<file path="config.mk">
export PLATFORM = sky130hd
export DESIGN_NAME = imem_boot_loader_flat
export DESIGN_NICKNAME = d
export VERILOG_FILES = /design/src/rtl/imem_boot_pkg.sv /design/src/rtl/imem_boot_loader_if.sv /design/src/rtl/imem_byte_packer.sv /design/src/rtl/imem_boot_loader.sv /design/src/flat_wrapper.sv
export SDC_FILE = /design/constraint.sdc
export NUM_CORES = 1
export LEC_CHECK = 0
export CAP_MARGIN = 40
export CORE_UTILIZATION = 52
export DETAILED_ROUTE_END_ITERATION = 10
export PLACE_DENSITY = 0.8
export SKIP_LAST_GASP = 1
export SLEW_MARGIN = 0
export SYNTH_ARGS = -nofsm -noshare
export SYNTH_HDL_FRONTEND = slang
export SYNTH_SLANG_ARGS = --single-unit
</file>
<file path="constraint.sdc">
create_clock -name clk -period 4.4 [get_ports clk]
set_clock_uncertainty 0.1 [all_clocks]
set_input_delay 0.88 -clock clk [delete_from_list [all_inputs] [get_ports clk]]
set_output_delay 0.88 -clock clk [all_outputs]
set_load 0.05 [all_outputs]
</file>
<file path="src/rtl/imem_boot_pkg.sv">
// Shared types and constants for the instruction-memory boot loader.
// Build option: IMEM_BOOT_CHECKSUM_EN adds the CHECK state (trailer checksum byte).
package imem_boot_pkg;

  localparam int BYTES_PER_WORD = 4;

`ifdef IMEM_BOOT_CHECKSUM_EN
  typedef enum logic [2:0] {
    ST_IDLE,
    ST_RECV,
    ST_WRITE,
    ST_CHECK,
    ST_DONE
  } state_t;
`else
  typedef enum logic [2:0] {
    ST_IDLE,
    ST_RECV,
    ST_WRITE,
    ST_DONE
  } state_t;
`endif

endpackage

</file>
<file path="src/rtl/imem_boot_loader_if.sv">
// Byte-stream, control and instruction-memory write bus of the boot loader.
// master = host/testbench side, slave = loader side.
interface imem_boot_loader_if #(
  parameter int CNT_W = 7
);
  logic             start;
  logic [CNT_W-1:0] word_count;
  logic             byte_valid;
  logic [7:0]       byte_data;
  logic             byte_ready;
  logic             imem_we;
  logic [31:0]      imem_waddr;
  logic [31:0]      imem_wdata;
  logic             cpu_stall;
  logic             done;
  logic             chk_err;

  modport master (
    output start, word_count, byte_valid, byte_data,
    input  byte_ready, imem_we, imem_waddr, imem_wdata, cpu_stall, done, chk_err
  );

  modport slave (
    input  start, word_count, byte_valid, byte_data,
    output byte_ready, imem_we, imem_waddr, imem_wdata, cpu_stall, done, chk_err
  );
endinterface

</file>
<file path="src/rtl/imem_byte_packer.sv">
// Little-endian byte-to-word packer: first byte lands in [7:0], last in [31:24].
// byte_last flags that the next accepted byte completes a word; word_full is
// high from the cycle after the completing byte until the next byte or clear.
module imem_byte_packer
  import imem_boot_pkg::*;
(
  input  logic        clk,
  input  logic        rst,
  input  logic        clr,
  input  logic        byte_en,
  input  logic [7:0]  byte_data,
  output logic [31:0] word,
  output logic        word_full,
  output logic        byte_last
);
  localparam int IDX_W = $clog2(BYTES_PER_WORD);
  localparam logic [IDX_W-1:0] LAST_IDX = IDX_W'(BYTES_PER_WORD - 1);

  logic [IDX_W-1:0] byte_idx_q, byte_idx_d;
  logic [31:0]      word_q, word_d;
  logic             full_q, full_d;

  // Shift each byte in from the top so four shifts leave byte 0 at the bottom.
  always_comb begin
    byte_idx_d = byte_idx_q;
    word_d     = word_q;
    full_d     = full_q;
    if (clr) begin
      byte_idx_d = '0;
      word_d     = '0;
      full_d     = 1'b0;
    end else if (byte_en) begin
      word_d     = {byte_data, word_q[31:8]};
      byte_idx_d = byte_idx_q + IDX_W'(1);
      full_d     = (byte_idx_q == LAST_IDX);
    end
  end

  // Packer state register.
  always_ff @(posedge clk or posedge rst) begin
    if (rst) begin
      byte_idx_q <= '0;
      word_q     <= '0;
      full_q     <= 1'b0;
    end else begin
      byte_idx_q <= byte_idx_d;
      word_q     <= word_d;
      full_q     <= full_d;
    end
  end

  assign word      = word_q;
  assign word_full = full_q;
  assign byte_last = (byte_idx_q == LAST_IDX);
endmodule

</file>
<file path="src/rtl/imem_boot_loader.sv">
// Boot loader: receives a byte stream, packs it into 32-bit words and writes
// them to instruction memory while holding the CPU stalled.
// Build option: IMEM_BOOT_CHECKSUM_EN enables the mod-256 trailer checksum.
module imem_boot_loader
  import imem_boot_pkg::*;
#(
  parameter int DEPTH = 64,
  parameter int CNT_W = 7
) (
  input logic              clk,
  input logic              rst,
  imem_boot_loader_if.slave bus
);
  localparam int IDX_W = (DEPTH > 1) ? $clog2(DEPTH) : 1;

  state_t           state_q, state_d;
  logic [CNT_W-1:0] count_q, count_d;
  logic [IDX_W-1:0] idx_q, idx_d;
  logic [31:0]      waddr_q, waddr_d;
  logic [31:0]      wdata_q, wdata_d;
  logic [CNT_W-1:0] count_eff;
  logic [31:0]      cur_addr;
  logic             more_words;
  logic             hs;
  logic             byte_ready;
  logic             pk_clr, pk_en, pk_full, pk_last;
  logic [31:0]      pk_word;
`ifdef IMEM_BOOT_CHECKSUM_EN
  logic [7:0]       sum_q, sum_d;
  logic             chk_err_q, chk_err_d;
`endif

  imem_byte_packer u_packer (
    .clk       (clk),
    .rst       (rst),
    .clr       (pk_clr),
    .byte_en   (pk_en),
    .byte_data (bus.byte_data),
    .word      (pk_word),
    .word_full (pk_full),
    .byte_last (pk_last)
  );

  // Out-of-range counts (0 or above DEPTH) load the whole memory.
  assign count_eff  = ((bus.word_count == '0) || (32'(bus.word_count) > 32'(DEPTH)))
                      ? CNT_W'(DEPTH) : bus.word_count;
  assign cur_addr   = 32'(idx_q) << 2;
  assign more_words = (32'(idx_q) + 32'd1) < 32'(count_q);
  assign hs         = bus.byte_valid && byte_ready;
  assign pk_en      = hs && (state_q == ST_RECV);

  // Next-state and per-state output decode.
  always_comb begin
    state_d    = state_q;
    count_d    = count_q;
    idx_d      = idx_q;
    waddr_d    = waddr_q;
    wdata_d    = wdata_q;
    pk_clr     = 1'b0;
    byte_ready = 1'b0;
`ifdef IMEM_BOOT_CHECKSUM_EN
    sum_d      = sum_q;
    chk_err_d  = chk_err_q;
`endif
    case (state_q)
      ST_IDLE, ST_DONE: begin
        if (bus.start) begin
          count_d = count_eff;
          idx_d   = '0;
          pk_clr  = 1'b1;
`ifdef IMEM_BOOT_CHECKSUM_EN
          sum_d     = '0;
          chk_err_d = 1'b0;
`endif
          state_d = ST_RECV;
        end
      end
      ST_RECV: begin
        byte_ready = 1'b1;
        if (hs) begin
`ifdef IMEM_BOOT_CHECKSUM_EN
          sum_d = sum_q + bus.byte_data;
`endif
          if (pk_last) state_d = ST_WRITE;
        end
      end
      ST_WRITE: begin
        waddr_d = cur_addr;
        wdata_d = pk_word;
        if (more_words) begin
          idx_d   = idx_q + IDX_W'(1);
          state_d = ST_RECV;
        end else begin
`ifdef IMEM_BOOT_CHECKSUM_EN
          state_d = ST_CHECK;
`else
          state_d = ST_DONE;
`endif
        end
      end
`ifdef IMEM_BOOT_CHECKSUM_EN
      ST_CHECK: begin
        byte_ready = 1'b1;
        if (hs) begin
          chk_err_d = (bus.byte_data != sum_q);
          state_d   = ST_DONE;
        end
      end
`endif
      default: state_d = ST_IDLE;
    endcase
  end

  // Loader state register; reset abandons any session in flight.
  always_ff @(posedge clk or posedge rst) begin
    if (rst) begin
      state_q   <= ST_IDLE;
      count_q   <= '0;
      idx_q     <= '0;
      waddr_q   <= '0;
      wdata_q   <= '0;
`ifdef IMEM_BOOT_CHECKSUM_EN
      sum_q     <= '0;
      chk_err_q <= 1'b0;
`endif
    end else begin
      state_q   <= state_d;
      count_q   <= count_d;
      idx_q     <= idx_d;
      waddr_q   <= waddr_d;
      wdata_q   <= wdata_d;
`ifdef IMEM_BOOT_CHECKSUM_EN
      sum_q     <= sum_d;
      chk_err_q <= chk_err_d;
`endif
    end
  end

  // The write bus shows the live word during WRITE and holds it afterwards.
  assign bus.byte_ready = byte_ready;
  assign bus.imem_we    = (state_q == ST_WRITE) && pk_full;
  assign bus.imem_waddr = (state_q == ST_WRITE) ? cur_addr : waddr_q;
  assign bus.imem_wdata = (state_q == ST_WRITE) ? pk_word : wdata_q;
  assign bus.cpu_stall  = (state_q != ST_DONE);
  assign bus.done       = (state_q == ST_DONE);
`ifdef IMEM_BOOT_CHECKSUM_EN
  assign bus.chk_err    = chk_err_q;
`else
  assign bus.chk_err    = 1'b0;
`endif
endmodule
</file>
<file path="src/flat_wrapper.sv">
// flat-port wrapper written by rule: the top's interface ports become plain ports
module imem_boot_loader_flat import imem_boot_pkg::*;
#(
  parameter int DEPTH = 64,
  parameter int CNT_W = 7
)
  (clk, rst, bus_start, bus_word_count, bus_byte_valid, bus_byte_data, bus_byte_ready, bus_imem_we, bus_imem_waddr, bus_imem_wdata, bus_cpu_stall, bus_done, bus_chk_err);
  imem_boot_loader_if #(.CNT_W(CNT_W)) bus_i ();
  input logic clk;
  input logic rst;
  input wire logic [$bits(bus_i.start)-1:0] bus_start;
  input wire logic [$bits(bus_i.word_count)-1:0] bus_word_count;
  input wire logic [$bits(bus_i.byte_valid)-1:0] bus_byte_valid;
  input wire logic [$bits(bus_i.byte_data)-1:0] bus_byte_data;
  output wire logic [$bits(bus_i.byte_ready)-1:0] bus_byte_ready;
  output wire logic [$bits(bus_i.imem_we)-1:0] bus_imem_we;
  output wire logic [$bits(bus_i.imem_waddr)-1:0] bus_imem_waddr;
  output wire logic [$bits(bus_i.imem_wdata)-1:0] bus_imem_wdata;
  output wire logic [$bits(bus_i.cpu_stall)-1:0] bus_cpu_stall;
  output wire logic [$bits(bus_i.done)-1:0] bus_done;
  output wire logic [$bits(bus_i.chk_err)-1:0] bus_chk_err;
  assign bus_i.start = bus_start;
  assign bus_i.word_count = bus_word_count;
  assign bus_i.byte_valid = bus_byte_valid;
  assign bus_i.byte_data = bus_byte_data;
  assign bus_byte_ready = bus_i.byte_ready;
  assign bus_imem_we = bus_i.imem_we;
  assign bus_imem_waddr = bus_i.imem_waddr;
  assign bus_imem_wdata = bus_i.imem_wdata;
  assign bus_cpu_stall = bus_i.cpu_stall;
  assign bus_done = bus_i.done;
  assign bus_chk_err = bus_i.chk_err;
  imem_boot_loader #(.DEPTH(DEPTH), .CNT_W(CNT_W)) u_core (.clk(clk), .rst(rst), .bus(bus_i));
endmodule
</file>
* Yosys cells after proc, flatten, opt, wreduce, memory -nomap -nowiden *
Index checks and enable logic that the tools add are counted.

word-level totals
  register bits = 115
  bits of input ports = 19
  output and inout bits = 69
  word-level logic and storage cells = 54

operators by class
  add/sub/neg operators = 3
  order comparisons = 2
  eq/ne operators = 9
  muxes and demuxes = 20
  reduce and logical (&&, ||, !) cells = 12

operators by type and width
  cell                   number
  $mux W32               4
  $lt A32 B7 Y1          1
  $mux W6                2
  $pmux W6 S2            1
  $mux W3                3
  $pmux W3 S3            1
  $add A6 B1 Y7 const B  1
  $gt A7 B7 Y1 const B   1
  $logic_not A7 Y1       1
  $mux W7                1
  $add A6 B1 Y6 const B  1
  $eq A3 B2 Y1 const B   2
  $mux W2                3
  $ne A2 B1 Y1 const B   3
  $reduce_and A3 Y1      2
  $mux W1                5
  $reduce_bool A2 Y1     2
  $eq A3 B1 Y1 const B   1
  $logic_and A1 B1 Y1    3
  $logic_not A3 Y1       1
  $ne A3 B2 Y1 const B   1
  $add A2 B1 Y2 const B  1
  $eq A2 B2 Y1 const B   1
  $ne A2 B2 Y1 const B   1
  other kinds (3)        3

* Longest topological paths before layout *
  depth after elaboration = 6
  mapped depth = 10
  gate-level depth less buffers = 10

* By module *
From an unflattened synthesis, not the netlist that was laid out.

unflattened totals
  cells, all modules = 361
  area total of the unflattened synthesis = 4,674.5 sq um

by module, submodules not included
  module            instances  cells an instance  area each (sq um)  sequential area each (sq um)
  imem_boot_loader  1          246                3,210.6            1,976.9
  imem_byte_packer  1          115                1,463.9            875.8

* Least setup slack after synthesis *
Ideal clock, no wire load.

  path type = register to output
  start = register u_core.state_q[0] (netlist name)
  end = output bus_imem_waddr[0]
  arrival = 1.724 ns
  data required time = 3.420 ns
  slack = 1.696 ns
  cell stages (with the launch flop) = 6
  buffers on the path = 2
  cell sequence = dfrtp_1 -> inv_1 -> ha_1 -> clkbuf_1 -> clkbuf_1 -> nor2b_1

RTL lines
  item           RTL line            text
  end, declared  flat_wrapper.sv:17  output wire logic [$bits(bus_i.imem_waddr)-1:0] bus_imem_waddr;

* Worst setup path in the final report *
  start = register u_core.state_q[0]
  end = output bus_imem_wdata[13]

on the way
  longest elaborated chain between the ends = 2

RTL lines
  item                    RTL line                 text
  start, declared         imem_boot_loader.sv:16   state_t state_q, state_d;
  start signal, assigned  imem_boot_loader.sv:127  state_q <= state_d;
  $eq A3 B2 Y1            imem_boot_loader.sv:143  assign bus.imem_wdata = (state_q == ST_WRITE) ? pk_word : wdata_q;
  $mux W32                --
  end, declared           flat_wrapper.sv:18       output wire logic [$bits(bus_i.imem_wdata)-1:0] bus_imem_wdata;

Every way passes these cells.

==> results.py <==
metrics = {
    "setup_path": {
        "crit_path_start_kind": "register",
        "worst_ep_required_time_ns": 3.42,
        "critPathKind": "reg -> out",
        "crit_fanout": 72,
        "arrival_ns": 2.69,
        "cp-end-kind": "primary output",
    },
    "clock_tree": {
        "cts_resized": 0,
        "insertion_delay_ns": 0.52,
        "postCtsHoldBufs": 0,
        "cts_tree": "done",
        "cts_setup_buffers": 0,
        "clock-sinks": 114,
        "cts_root_buffer": "clkbuf_8",
        "clk_pin_slew_ns": 0.06,
        "cts_buffer_depth": 2,
        "cts_htree_levels": 4,
        "numCtsBuffers": 17,
    },
    "layout": {
        "area_growth_syn_to_layout_pct": 33.78,
        "multi_input_area_sq_mm": 0.001593,
        "fin_cells": 604,
        "antenna_cells": 0,
        "fin_util_pct": 73.37,
        "fin_nets": 517,
        "fill_cells": 561,
        "drive_above_1_share_pct": 16.23,
        "seq_area_sq_mm": 0.002853,
    },
    "yosys": {
        "syn_nets": 431,
        "seq_area_frac_synth_pct": 62.06,
        "synth.avg_cell_area_sq_um": 11.49,
        "synth.cell_area_sq_mm": 0.004597,
        "synthArstFlopShare_pct": 100.0,
        "synth-edff-count": 0,
        "syn_inst": 400,
        "yosysWarnings": 0,
        "ys_ff_latch": 114,
        "synth.distinct_cells": 34,
        "synth_flop_cell": "dfrtp_1",
    },
    "pwr": {
        "switching_share_pct": 37.94,
        "p_seq_share_pct": 32.7,
        "cellLeakagePower_uw": 0.002837,
        "clkPwrFrac_pct": 32.1,
        "vdd.ir_drop.worst_v": 0.0005159,
        "intPower_uw": 2652,
        "p_comb_share_pct": 35.2,
        "p_per_area_mw_per_mm2": 695.0,
        "p_sw_uw": 1622,
    },
    "detailed_routing": {
        "drc": 0,
        "wl_um": 9558,
        "routedWlPerCell_um": 15.82,
        "routed_via_density": 5.248,
        "dr.pass1.iters": 5,
        "drt_iter0_markers": 140,
        "ant_nets": 0,
        "routed-via-count": 3170,
    },
    "sta": {
        "finalSetupViolCount": 0,
        "max_freq_ghz": 0.2728,
        "report.final.slew_viol_count": 0,
        "tns_ns": 0,
        "hold_ws_ns": 0.3922,
        "rsz0062_at_grt": "false",
        "worst_pin_slew_ns": 0.9041,
        "fin_crit_sh_pct": 83.30,
        "finalHoldViolations": 0,
        "timing.final.crit_period_ns": 3.665,
        "relSlewSlack_pct": 39.73,
        "finalWorstSetupSlack_ns": 0.7346,
    },
    "outcome": {
        "status": "completed",
    },
    "global_route": {
        "grt_pass1_vias": 3190,
        "grt_max_degree": 73,
        "grt-ovfl-total": 0,
        "grtUsageTotal_pct": 22.87,
        "grt_first_pass_wirelength_um": 15610,
        "antenna_found_initial": 0,
    },
    "floorplanning": {
        "boundaryPins": 88,
        "die_w_um": 96.02,
        "core_area_sq_mm": 0.008382,
        "rows": 33,
        "initial_core_util_pct": 54.84,
        "die_y_um": 96.02,
        "dieArea_sq_mm": 0.009220,
    },
    "place": {
        "dp_hpwl_um": 5849,
        "pre_cts_ws_ns": 1.266,
        "gp_congestion": 0.8527,
        "port_buffers": 86,
        "placed_cells": 572,
    },
    "flow_run": {
        "drv_cap": 0,
    },
    "worst_hold_path": {
        "hp-class": "reg -> reg",
    },
}
[flip-flops by register name, indices dropped and copies added, names as in the netlist]
name,cells
u_core.u_packer.word,32
u_core.waddr_q,32
u_core.wdata_q,32
u_core.count_q,7
u_core.idx_q,6
u_core.state_q,2
u_core.u_packer.byte_idx_q,2
u_core.u_packer.word_full,1
[power groups by stage]
stage / registers, uW / clock network (uW) / logic (uW)
after floorplan: 1370 / 0 / 1100
after global placement: 1400 / 0 / 1460
after detailed placement: 1410 / 0 / 1500
after CTS: 1400 / 1390 / 1520
after global routing: 1420 / 1440 / 1610
final: 1400 / 1370 / 1500
[metrics by stage]
step / instance area (sq um) / power, uW
floorplan: 4597 / 2466
global placement: 5540 / 2856
detailed placement: 5555 / 2914
CTS: 6150 / 4301
global route: 6150 / 4475
finish: 6150 / 4274
[cell usage after synthesis, drive strengths merged, types with 2 or more instances]
cell type | number | share of area, %
inv | 14 | 1.1
buf | 12 | 1.3
nand3 | 6 | 0.65
and3 | 2 | 0.30
o211ai | 5 | 0.82
clkbuf | 11 | 0.90
o21ai | 9 | 1.1
or2 | 3 | 0.41
o2bb2ai | 2 | 0.38
xnor2 | 3 | 0.57
a21oi | 37 | 4.0
nor2 | 6 | 0.49
nand4 | 2 | 0.27
nor2b | 27 | 3.7
nand2 | 78 | 6.4
and2 | 3 | 0.41
dfrtp | 114 | 62
ha | 12 | 3.3
mux2i | 2 | 0.44
nand3b | 6 | 0.98
mux2 | 38 | 9.3
[placed cells by master (no fill, tap or decap), types with 2 or more instances in the layout]
master	netlist	layout
nand2_1	78	78
inv_6	0	5
mux2_2	38	38
bufinv_16	0	3
inv_1	14	13
dfrtp_1	114	114
nor2_1	6	6
nand4_1	2	2
and2_1	3	2
nand3b_1	6	6
a21oi_1	37	37
clkinv_2	0	3
buf_12	0	2
o21ai_0	8	8
clkinvlp_4	0	3
clkbuf_16	0	16
o211ai_1	5	5
clkdlybuf4s50_1	0	86
mux2i_1	2	2
nor2b_1	27	27
xnor2_1	3	3
ha_1	12	11
nand3_1	6	6
or2_2	2	2
o2bb2ai_1	2	2
[path summary, 6_finish.rpt]
kind	end	slack, ns	from	depth (start not counted)
worst max-delay path	bus_imem_wdata[13]	0.73	u_core.state_q[0]	5
worst min-delay path	u_core.waddr_q[7]	0.39	u_core.waddr_q[7]	1
worst max register to register	u_core.idx_q[2]	1.77	u_core.idx_q[0]	10
worst min register to register	u_core.waddr_q[7]	0.39	u_core.waddr_q[7]	1
max in group asynchronous	u_core.waddr_q[13]	2.74	rst	3
min in group asynchronous	u_core.wdata_q[26]	0.70	rst	2
[worst max-delay path, stage by stage (launching register included)]
cell and delay (ns):
dfrtp_1 0.41, inv_1 0.10, ha_2 0.20, buf_12 0.31, mux2_2 0.41, clkdlybuf4s50_1 0.72
[per-layer routing]
layer	vias to the layer above	part of all wire (%)	track usage, %
li1	1497	-	-
met1	1561	45	31.23
met2	97	47	33.69
met3	15	5.7	7.504
met4	0	2.1	9.453
met5	-	0	0
[logic make-up (layout without fill, tap and decap cells)]
| kind of cell | count (synthesis) | count (layout) | synth area share, % |
|---|---|---|---|
| simple gates | 136 | 136 | 13.96 |
| buf+inv | 37 | 136 | 3.375 |
| fa+ha+maj | 12 | 12 | 3.266 |
| other cells | 1 | 1 | 0.08158 |
| xor+xnor | 4 | 4 | 0.7623 |
| compound gates | 56 | 56 | 6.751 |
| mux | 40 | 40 | 9.744 |
| flops | 114 | 114 | 62.06 |
[cell type report]
class / instances / area share [%]
clock inverter: 15 / 2.930
inverter: 14 / 0.8952
timing repair buffer: 90 / 15.02
clock buffer: 17 / 6.734
sequential: 114 / 46.39
tap: 105 / 2.136
multi-input combinational: 249 / 25.90
Note: power is estimated with default switching activity, not from simulation.
